### src/rtl/regbank_scheduler_if.sv
// regbank_scheduler_if
//   Bundles the issue, writeback and register-bank write signals around the
//   scheduler.
//   Issue side     : issue_valid, issue_rs/rt/rd, issue_stall (back)
//   Writeback side : {alu,mem}_valid/_addr/_data, {alu,mem}_ready (back)
//   Bank side      : enc, addrc, datac, plus busy_vec and sb_error status
//   modport slave  : the scheduler itself
//   modport master : the surrounding pipeline (decode, writeback, bank)
interface regbank_scheduler_if #(
  parameter int NREGS = 32,
  parameter int AW    = 5,
  parameter int DW    = 32
);
  logic             issue_valid;
  logic [AW-1:0]    issue_rs;
  logic [AW-1:0]    issue_rt;
  logic [AW-1:0]    issue_rd;
  logic             issue_stall;

  logic             alu_valid;
  logic [AW-1:0]    alu_addr;
  logic [DW-1:0]    alu_data;
  logic             alu_ready;

  logic             mem_valid;
  logic [AW-1:0]    mem_addr;
  logic [DW-1:0]    mem_data;
  logic             mem_ready;

  logic             enc;
  logic [AW-1:0]    addrc;
  logic [DW-1:0]    datac;
  logic [NREGS-1:0] busy_vec;
  logic             sb_error;

  modport slave (
    input  issue_valid, issue_rs, issue_rt, issue_rd,
    output issue_stall,
    input  alu_valid, alu_addr, alu_data,
    output alu_ready,
    input  mem_valid, mem_addr, mem_data,
    output mem_ready,
    output enc, addrc, datac, busy_vec, sb_error
  );

  modport master (
    output issue_valid, issue_rs, issue_rt, issue_rd,
    input  issue_stall,
    output alu_valid, alu_addr, alu_data,
    input  alu_ready,
    output mem_valid, mem_addr, mem_data,
    input  mem_ready,
    input  enc, addrc, datac, busy_vec, sb_error
  );
endinterface

### src/rtl/regbank_scheduler.sv
// regbank_scheduler
//   Shares the register bank's single write port between the ALU and memory
//   writeback paths (round-robin on contention) and keeps a per-register
//   busy scoreboard that stalls issue on RAW/WAW hazards.
//   clock : sole clock, all state updates on posedge
//   reset : asynchronous, active-low, clears all state
//   rb    : regbank_scheduler_if.slave
//           issue_*  -> issue_stall (combinational)
//           alu_*/mem_* writeback requests -> *_ready (combinational grant)
//           enc/addrc/datac : registered bank write port
//           busy_vec        : scoreboard (bit 0 always 0)
//           sb_error        : sticky, writeback to a non-busy register
module regbank_scheduler #(
  parameter int NREGS = 32,
  parameter int AW    = 5,
  parameter int DW    = 32
) (
  input  logic                 clock,
  input  logic                 reset,
  regbank_scheduler_if.slave   rb
);

  typedef enum logic {
    SRC_ALU = 1'b0,
    SRC_MEM = 1'b1
  } src_e;

  // State
  src_e             rr_reg, rr_next;
  logic [NREGS-1:0] busy_reg, busy_next;
  logic             enc_reg, enc_next;
  logic [AW-1:0]    addrc_reg, addrc_next;
  logic [DW-1:0]    datac_reg, datac_next;
  logic             sb_error_reg, sb_error_next;

  // Combinational helpers
  logic             alu_gnt;
  logic             mem_gnt;
  logic             wb_fire;
  logic [AW-1:0]    wb_addr;
  logic [DW-1:0]    wb_data;
  logic             issue_stall;
  logic             issue_fire;

  // Hazard check reads the registered scoreboard only; a clear happening at
  // this edge is not visible until next cycle. busy_reg[0] is constant 0,
  // so rd = 0 never stalls.
  assign issue_stall = rb.issue_valid &&
                       (busy_reg[rb.issue_rs] | busy_reg[rb.issue_rt] |
                        busy_reg[rb.issue_rd]);
  assign issue_fire  = rb.issue_valid && !issue_stall;

  // Arbiter and round-robin pointer. The pointer only moves after a
  // contended grant, and then points at the source that just lost.
  always_comb begin
    alu_gnt = 1'b0;
    mem_gnt = 1'b0;
    rr_next = rr_reg;
    if (rb.alu_valid && rb.mem_valid) begin
      if (rr_reg == SRC_ALU) begin
        alu_gnt = 1'b1;
        rr_next = SRC_MEM;
      end else begin
        mem_gnt = 1'b1;
        rr_next = SRC_ALU;
      end
    end else begin
      alu_gnt = rb.alu_valid;
      mem_gnt = rb.mem_valid;
    end
  end

  assign wb_fire = alu_gnt | mem_gnt;
  assign wb_addr = mem_gnt ? rb.mem_addr : rb.alu_addr;
  assign wb_data = mem_gnt ? rb.mem_data : rb.alu_data;

  // Write stage. A handshake to r0 is consumed but never raises enc.
  // The error check uses the busy state seen at handshake time.
  always_comb begin
    enc_next      = 1'b0;
    addrc_next    = addrc_reg;
    datac_next    = datac_reg;
    sb_error_next = sb_error_reg;
    if (wb_fire) begin
      enc_next   = (wb_addr != '0);
      addrc_next = wb_addr;
      datac_next = wb_data;
      if ((wb_addr != '0) && !busy_reg[wb_addr]) begin
        sb_error_next = 1'b1;
      end
    end
  end

  // Scoreboard next state, one bit per register. The clear follows the
  // bank write (enc sampled at this edge). If a set and a clear ever meet
  // on one bit (only after an erroneous writeback), the new producer wins.
  assign busy_next[0] = 1'b0;
  generate
    for (genvar gi = 1; gi < NREGS; gi++) begin : g_busy
      assign busy_next[gi] =
        (issue_fire && (rb.issue_rd == AW'(gi))) ? 1'b1 :
        (enc_reg && (addrc_reg == AW'(gi)))      ? 1'b0 :
                                                   busy_reg[gi];
    end
  endgenerate

  always_ff @(posedge clock or negedge reset) begin
    if (!reset) begin
      rr_reg       <= SRC_ALU;
      busy_reg     <= '0;
      enc_reg      <= 1'b0;
      addrc_reg    <= '0;
      datac_reg    <= '0;
      sb_error_reg <= 1'b0;
    end else begin
      rr_reg       <= rr_next;
      busy_reg     <= busy_next;
      enc_reg      <= enc_next;
      addrc_reg    <= addrc_next;
      datac_reg    <= datac_next;
      sb_error_reg <= sb_error_next;
    end
  end

  assign rb.issue_stall = issue_stall;
  assign rb.alu_ready   = alu_gnt;
  assign rb.mem_ready   = mem_gnt;
  assign rb.enc         = enc_reg;
  assign rb.addrc       = addrc_reg;
  assign rb.datac       = datac_reg;
  assign rb.busy_vec    = busy_reg;
  assign rb.sb_error    = sb_error_reg;

endmodule

### src/flat_wrapper.sv
// flat-port wrapper written by rule: the top's interface ports become plain ports
module regbank_scheduler_flat 
#(
  parameter int NREGS = 32,
  parameter int AW    = 5,
  parameter int DW    = 32
)
  (clock, reset, rb_issue_valid, rb_issue_rs, rb_issue_rt, rb_issue_rd, rb_issue_stall, rb_alu_valid, rb_alu_addr, rb_alu_data, rb_alu_ready, rb_mem_valid, rb_mem_addr, rb_mem_data, rb_mem_ready, rb_enc, rb_addrc, rb_datac, rb_busy_vec, rb_sb_error);
  regbank_scheduler_if #(.NREGS(NREGS), .AW(AW), .DW(DW)) rb_i ();
  input  logic clock;
  input  logic reset;
  input wire logic [$bits(rb_i.issue_valid)-1:0] rb_issue_valid;
  input wire logic [$bits(rb_i.issue_rs)-1:0] rb_issue_rs;
  input wire logic [$bits(rb_i.issue_rt)-1:0] rb_issue_rt;
  input wire logic [$bits(rb_i.issue_rd)-1:0] rb_issue_rd;
  output wire logic [$bits(rb_i.issue_stall)-1:0] rb_issue_stall;
  input wire logic [$bits(rb_i.alu_valid)-1:0] rb_alu_valid;
  input wire logic [$bits(rb_i.alu_addr)-1:0] rb_alu_addr;
  input wire logic [$bits(rb_i.alu_data)-1:0] rb_alu_data;
  output wire logic [$bits(rb_i.alu_ready)-1:0] rb_alu_ready;
  input wire logic [$bits(rb_i.mem_valid)-1:0] rb_mem_valid;
  input wire logic [$bits(rb_i.mem_addr)-1:0] rb_mem_addr;
  input wire logic [$bits(rb_i.mem_data)-1:0] rb_mem_data;
  output wire logic [$bits(rb_i.mem_ready)-1:0] rb_mem_ready;
  output wire logic [$bits(rb_i.enc)-1:0] rb_enc;
  output wire logic [$bits(rb_i.addrc)-1:0] rb_addrc;
  output wire logic [$bits(rb_i.datac)-1:0] rb_datac;
  output wire logic [$bits(rb_i.busy_vec)-1:0] rb_busy_vec;
  output wire logic [$bits(rb_i.sb_error)-1:0] rb_sb_error;
  assign rb_i.issue_valid = rb_issue_valid;
  assign rb_i.issue_rs = rb_issue_rs;
  assign rb_i.issue_rt = rb_issue_rt;
  assign rb_i.issue_rd = rb_issue_rd;
  assign rb_issue_stall = rb_i.issue_stall;
  assign rb_i.alu_valid = rb_alu_valid;
  assign rb_i.alu_addr = rb_alu_addr;
  assign rb_i.alu_data = rb_alu_data;
  assign rb_alu_ready = rb_i.alu_ready;
  assign rb_i.mem_valid = rb_mem_valid;
  assign rb_i.mem_addr = rb_mem_addr;
  assign rb_i.mem_data = rb_mem_data;
  assign rb_mem_ready = rb_i.mem_ready;
  assign rb_enc = rb_i.enc;
  assign rb_addrc = rb_i.addrc;
  assign rb_datac = rb_i.datac;
  assign rb_busy_vec = rb_i.busy_vec;
  assign rb_sb_error = rb_i.sb_error;
  regbank_scheduler #(.NREGS(NREGS), .AW(AW), .DW(DW)) u_core (.clock(clock), .reset(reset), .rb(rb_i));
endmodule
### config.mk
export PLATFORM = sky130hd
export DESIGN_NAME = regbank_scheduler_flat
export DESIGN_NICKNAME = d
export VERILOG_FILES = /design/src/rtl/regbank_scheduler_if.sv /design/src/rtl/regbank_scheduler.sv /design/src/flat_wrapper.sv
export SDC_FILE = /design/constraint.sdc
export NUM_CORES = 1
export LEC_CHECK = 0
export ABC_AREA = 1
export BUFFER_PORTS_ARGS = -buffer_cell sky130_fd_sc_hd__buf_2
export CAP_MARGIN = 20
export CELL_PAD_IN_SITES_DETAIL_PLACEMENT = 0
export CELL_PAD_IN_SITES_GLOBAL_PLACEMENT = 2
export CORE_MARGIN = 2
export CORE_UTILIZATION = 28
export DETAILED_ROUTE_END_ITERATION = 12
export HOLD_SLACK_MARGIN = 0.15
export PLACE_DENSITY_LB_ADDON = 0.1
export SETUP_SLACK_MARGIN = 0.4
export SYNTH_ARGS = -nofsm -noshare
export SYNTH_HDL_FRONTEND = slang
export SYNTH_SLANG_ARGS = --single-unit
### constraint.sdc
create_clock -name clock -period 4.25 [get_ports clock]
set_input_delay 0 -clock clock [delete_from_list [all_inputs] [get_ports clock]]
set_output_delay 0 -clock clock [all_outputs]
set_load 0.03 [all_outputs]
==> results.toml <==
[clock_tree]
cts_tree = "done"
clk_transition_reported_paths_ns = 0.06
clockBufferDepth = 2
numClockSinks = 71
cts.htree.levels = 3
clock_insertion_delay_worst_skew_ns = 0.34
cts_root_buf = "sky130_fd_sc_hd__clkbuf_16"
numCtsBuffers = 9
post_cts_buffers = 0

[cells_and_area]
drive_above_1_share_pct = 21.0
final_common_cell = "sky130_fd_sc_hd__nand2_1"
n_antenna_cell = 0
number_of_flip_flops_under_the_largest_register_name = 32
signed_area_change_from_the_synthesized_netlist_to_the_final_layout_pct = 41.8
layout_common_cells = "sky130_fd_sc_hd__nand2_1, sky130_fd_sc_hd__buf_2, sky130_fd_sc_hd__nand3_1"
fin_nets = 1027

[detailed_routing]
vias = 5639
drt_drc_violations_left = 0
via_per_inst = 4.87
drt_first_pass_iters = 5
route.antenna.remaining_nets = 0
route.detailed.wl_per_inst_um = 16.6
dr.first_iter.drc_count = 462
routed_wl_mm = 19.2

[timing]
finalWorstSetupSlack_ns = 1.80
grt_setup_unrepaired = "false"
tightest_slew_ns = 1.02
fin_crit_sh_pct = 57.7
fmax_mhz = 407
tmin_final_ns = 2.45
max_slew_margin_pct = 31.9
setup_viol = 0
hold_viol_final = 0
finClkSkew_ns = 0.00938
report.final.slew_viol_count = 0
final.setup.tns_ns = 0

[grt]
grt_pass1_wl_mm = 30.6
vias_in_the_first_global_route = 5663
global_route.usage.total_pct = 22.3
grt.overflow.total = 0
initial_antenna_violation_count = 0
grt_max_degree = 72

[placement]
hpwlAfterDp_mm = 14.1
place_worst_setup_slack_ns = 1.79
port-buffer-count = 166
final_weighted_congestion_in_routability_driven_placement = 0.889

[setup_path]
critical_path.reg2reg.endpoint = "u_core.rb.sb_error"
setup.worst_path.class = "reg2reg"
r2r_slack_ns = 1.80
cp.required_ns = 4.53
crit_path_start_kind = "flop"
critical_path.reg2reg.startpoint = "u_core.rr_reg"
setup_crit_end_kind = "flop"
timing.reg2reg.worst_path_depth = 9
worst_ep_arrival_time_ns = 2.73
critical_path.max_fanout = 37

[die]
row_count = 47
die_h_um = 133
ios = 168
dieWidth_um = 133
core_area_um2 = 16400
initial_core_util_pct = 28.4
dieArea_um2 = 17700

[min_path]
min_delay_worst_endpoint = "u_core.rb.busy_vec[1]"
timing.hold.worst.start = "rb_issue_rd[4]"
hp-class = "in2reg"
holdPathStages = 4

[synth]
number_of_distinct_library_cells_after_synthesis = 29
synth.net_count = 810
ys.warnings.count = 0
syn-cell-area_um2 = 4650
synth.ff_latch_count = 71
postSynthAreaPerCell_um2 = 6.50
yosysTopAreaCellShare_pct = 38.2
post_synth_inst_count = 716
yosys.area.top_type = "sky130_fd_sc_hd__dfrtp_1"
netlist_top_cells_area = "sky130_fd_sc_hd__dfrtp_1, sky130_fd_sc_hd__nand2_1, sky130_fd_sc_hd__nand3_1"
post_synthesis_sequential_area_ratio_pct = 38.2

[run]
maxCapViolCount = 0

[power]
power_leakage_uw = 0.00339
ir_worst_vdd_mv = 0.203
p_per_area_nw_per_um2 = 531

[run_status]
run_status = "complete, no violations"
[worst max path at each step]
stage | endpoint | slack, ns | startpoint | cells past startpoint
2_1_floorplan | u_core.rb.sb_error | 2.61 | u_core.rr_reg | 13
3_5_place_dp | u_core.rb.sb_error | 1.79 | u_core.rr_reg | 13
4_1_cts | u_core.rb.sb_error | 1.78 | u_core.rr_reg | 9
3_3_place_gp | u_core.rb.sb_error | 1.84 | u_core.rr_reg | 11
6_report | u_core.rb.sb_error | 1.80 | u_core.rr_reg | 9
5_1_grt | u_core.rb.sb_error | 1.45 | u_core.rr_reg | 13
[worst max-delay path, cell delays in order (launching register included)]
cell	delay, ns
sky130_fd_sc_hd__dfrtp_1	0.42
sky130_fd_sc_hd__inv_1	0.11
sky130_fd_sc_hd__a21boi_4	0.79
sky130_fd_sc_hd__nand2_1	0.10
sky130_fd_sc_hd__nand2_1	0.13
sky130_fd_sc_hd__dlygate4sd3_1	0.59
sky130_fd_sc_hd__inv_1	0.06
sky130_fd_sc_hd__nand2_1	0.06
sky130_fd_sc_hd__nand3_1	0.07
sky130_fd_sc_hd__nand2_1	0.06
[cells by family after synthesis]
family,count (synthesis),synth area share (%)
flip-flops,71,38.2
AND/OR/NAND/NOR,435,39.3
buffers and inverters,99,8.98
other,1,0.0806
AO/OA/AOI/OAI,110,13.4
[layer usage]
metal	vias to the layer above	global-route usage, %	share of wire [%]
met3	21	4.44	6.9
met5	-	0	0
met4	0	6.99	1.8
li1	2766	-	-
met2	192	37.2	48
met1	2660	29.0	43
[where the power goes]
group | internal (uW) | switching (uW) | leakage, uW | total (uW)
sequential | 869 | 384 | 0.000856 | 1250
clock | 423 | 287 | 0.000138 | 710
combinational | 483 | 1060 | 0.00239 | 1540
[metrics by stage]
stage	std cells	total power (uW)	util, %	hold slack [ns]	cell area, um2
2_1_floorplan	716	2030	-	-0.296	4650
3_3_place_gp	1070	2710	34.1	0.206	5600
3_5_place_dp	1070	2710	34.1	0.213	5600
4_1_cts	1157	3530	40.2	0.169	6600
5_1_grt	1157	3720	40.2	0.216	6600
6_report	1157	3510	40.2	0.190	6600
[area by class of cell]
cell class	count	area [um2]
multi-input combinational	546	2460
clock inverter	3	18.8
tap	220	275
sequential	71	1780
fill	1795	9810
timing repair buffer	239	1560
clock buffer	12	256
inverter	66	248
[cell usage after synthesis, drive strengths merged]
cell type  count
a21boi         1
a21oi         24
a22oi          4
a31oi          1
buf           17
clkbuf        16
clkinv         2
conb           1
dfrtp         71
inv           64
nand2        258
nand3        118
nand3b         1
nor2          40
nor3          17
nor4           1
o211ai        10
o21ai         63
o21bai         1
o22ai          6
[repair_timing]
action / CTS / global route
resized for setup: 0 / 0
endpoints found under the hold margin: 107 / 0
hold buffers: 72 / 0
Power figures use the tool's default switching activity.
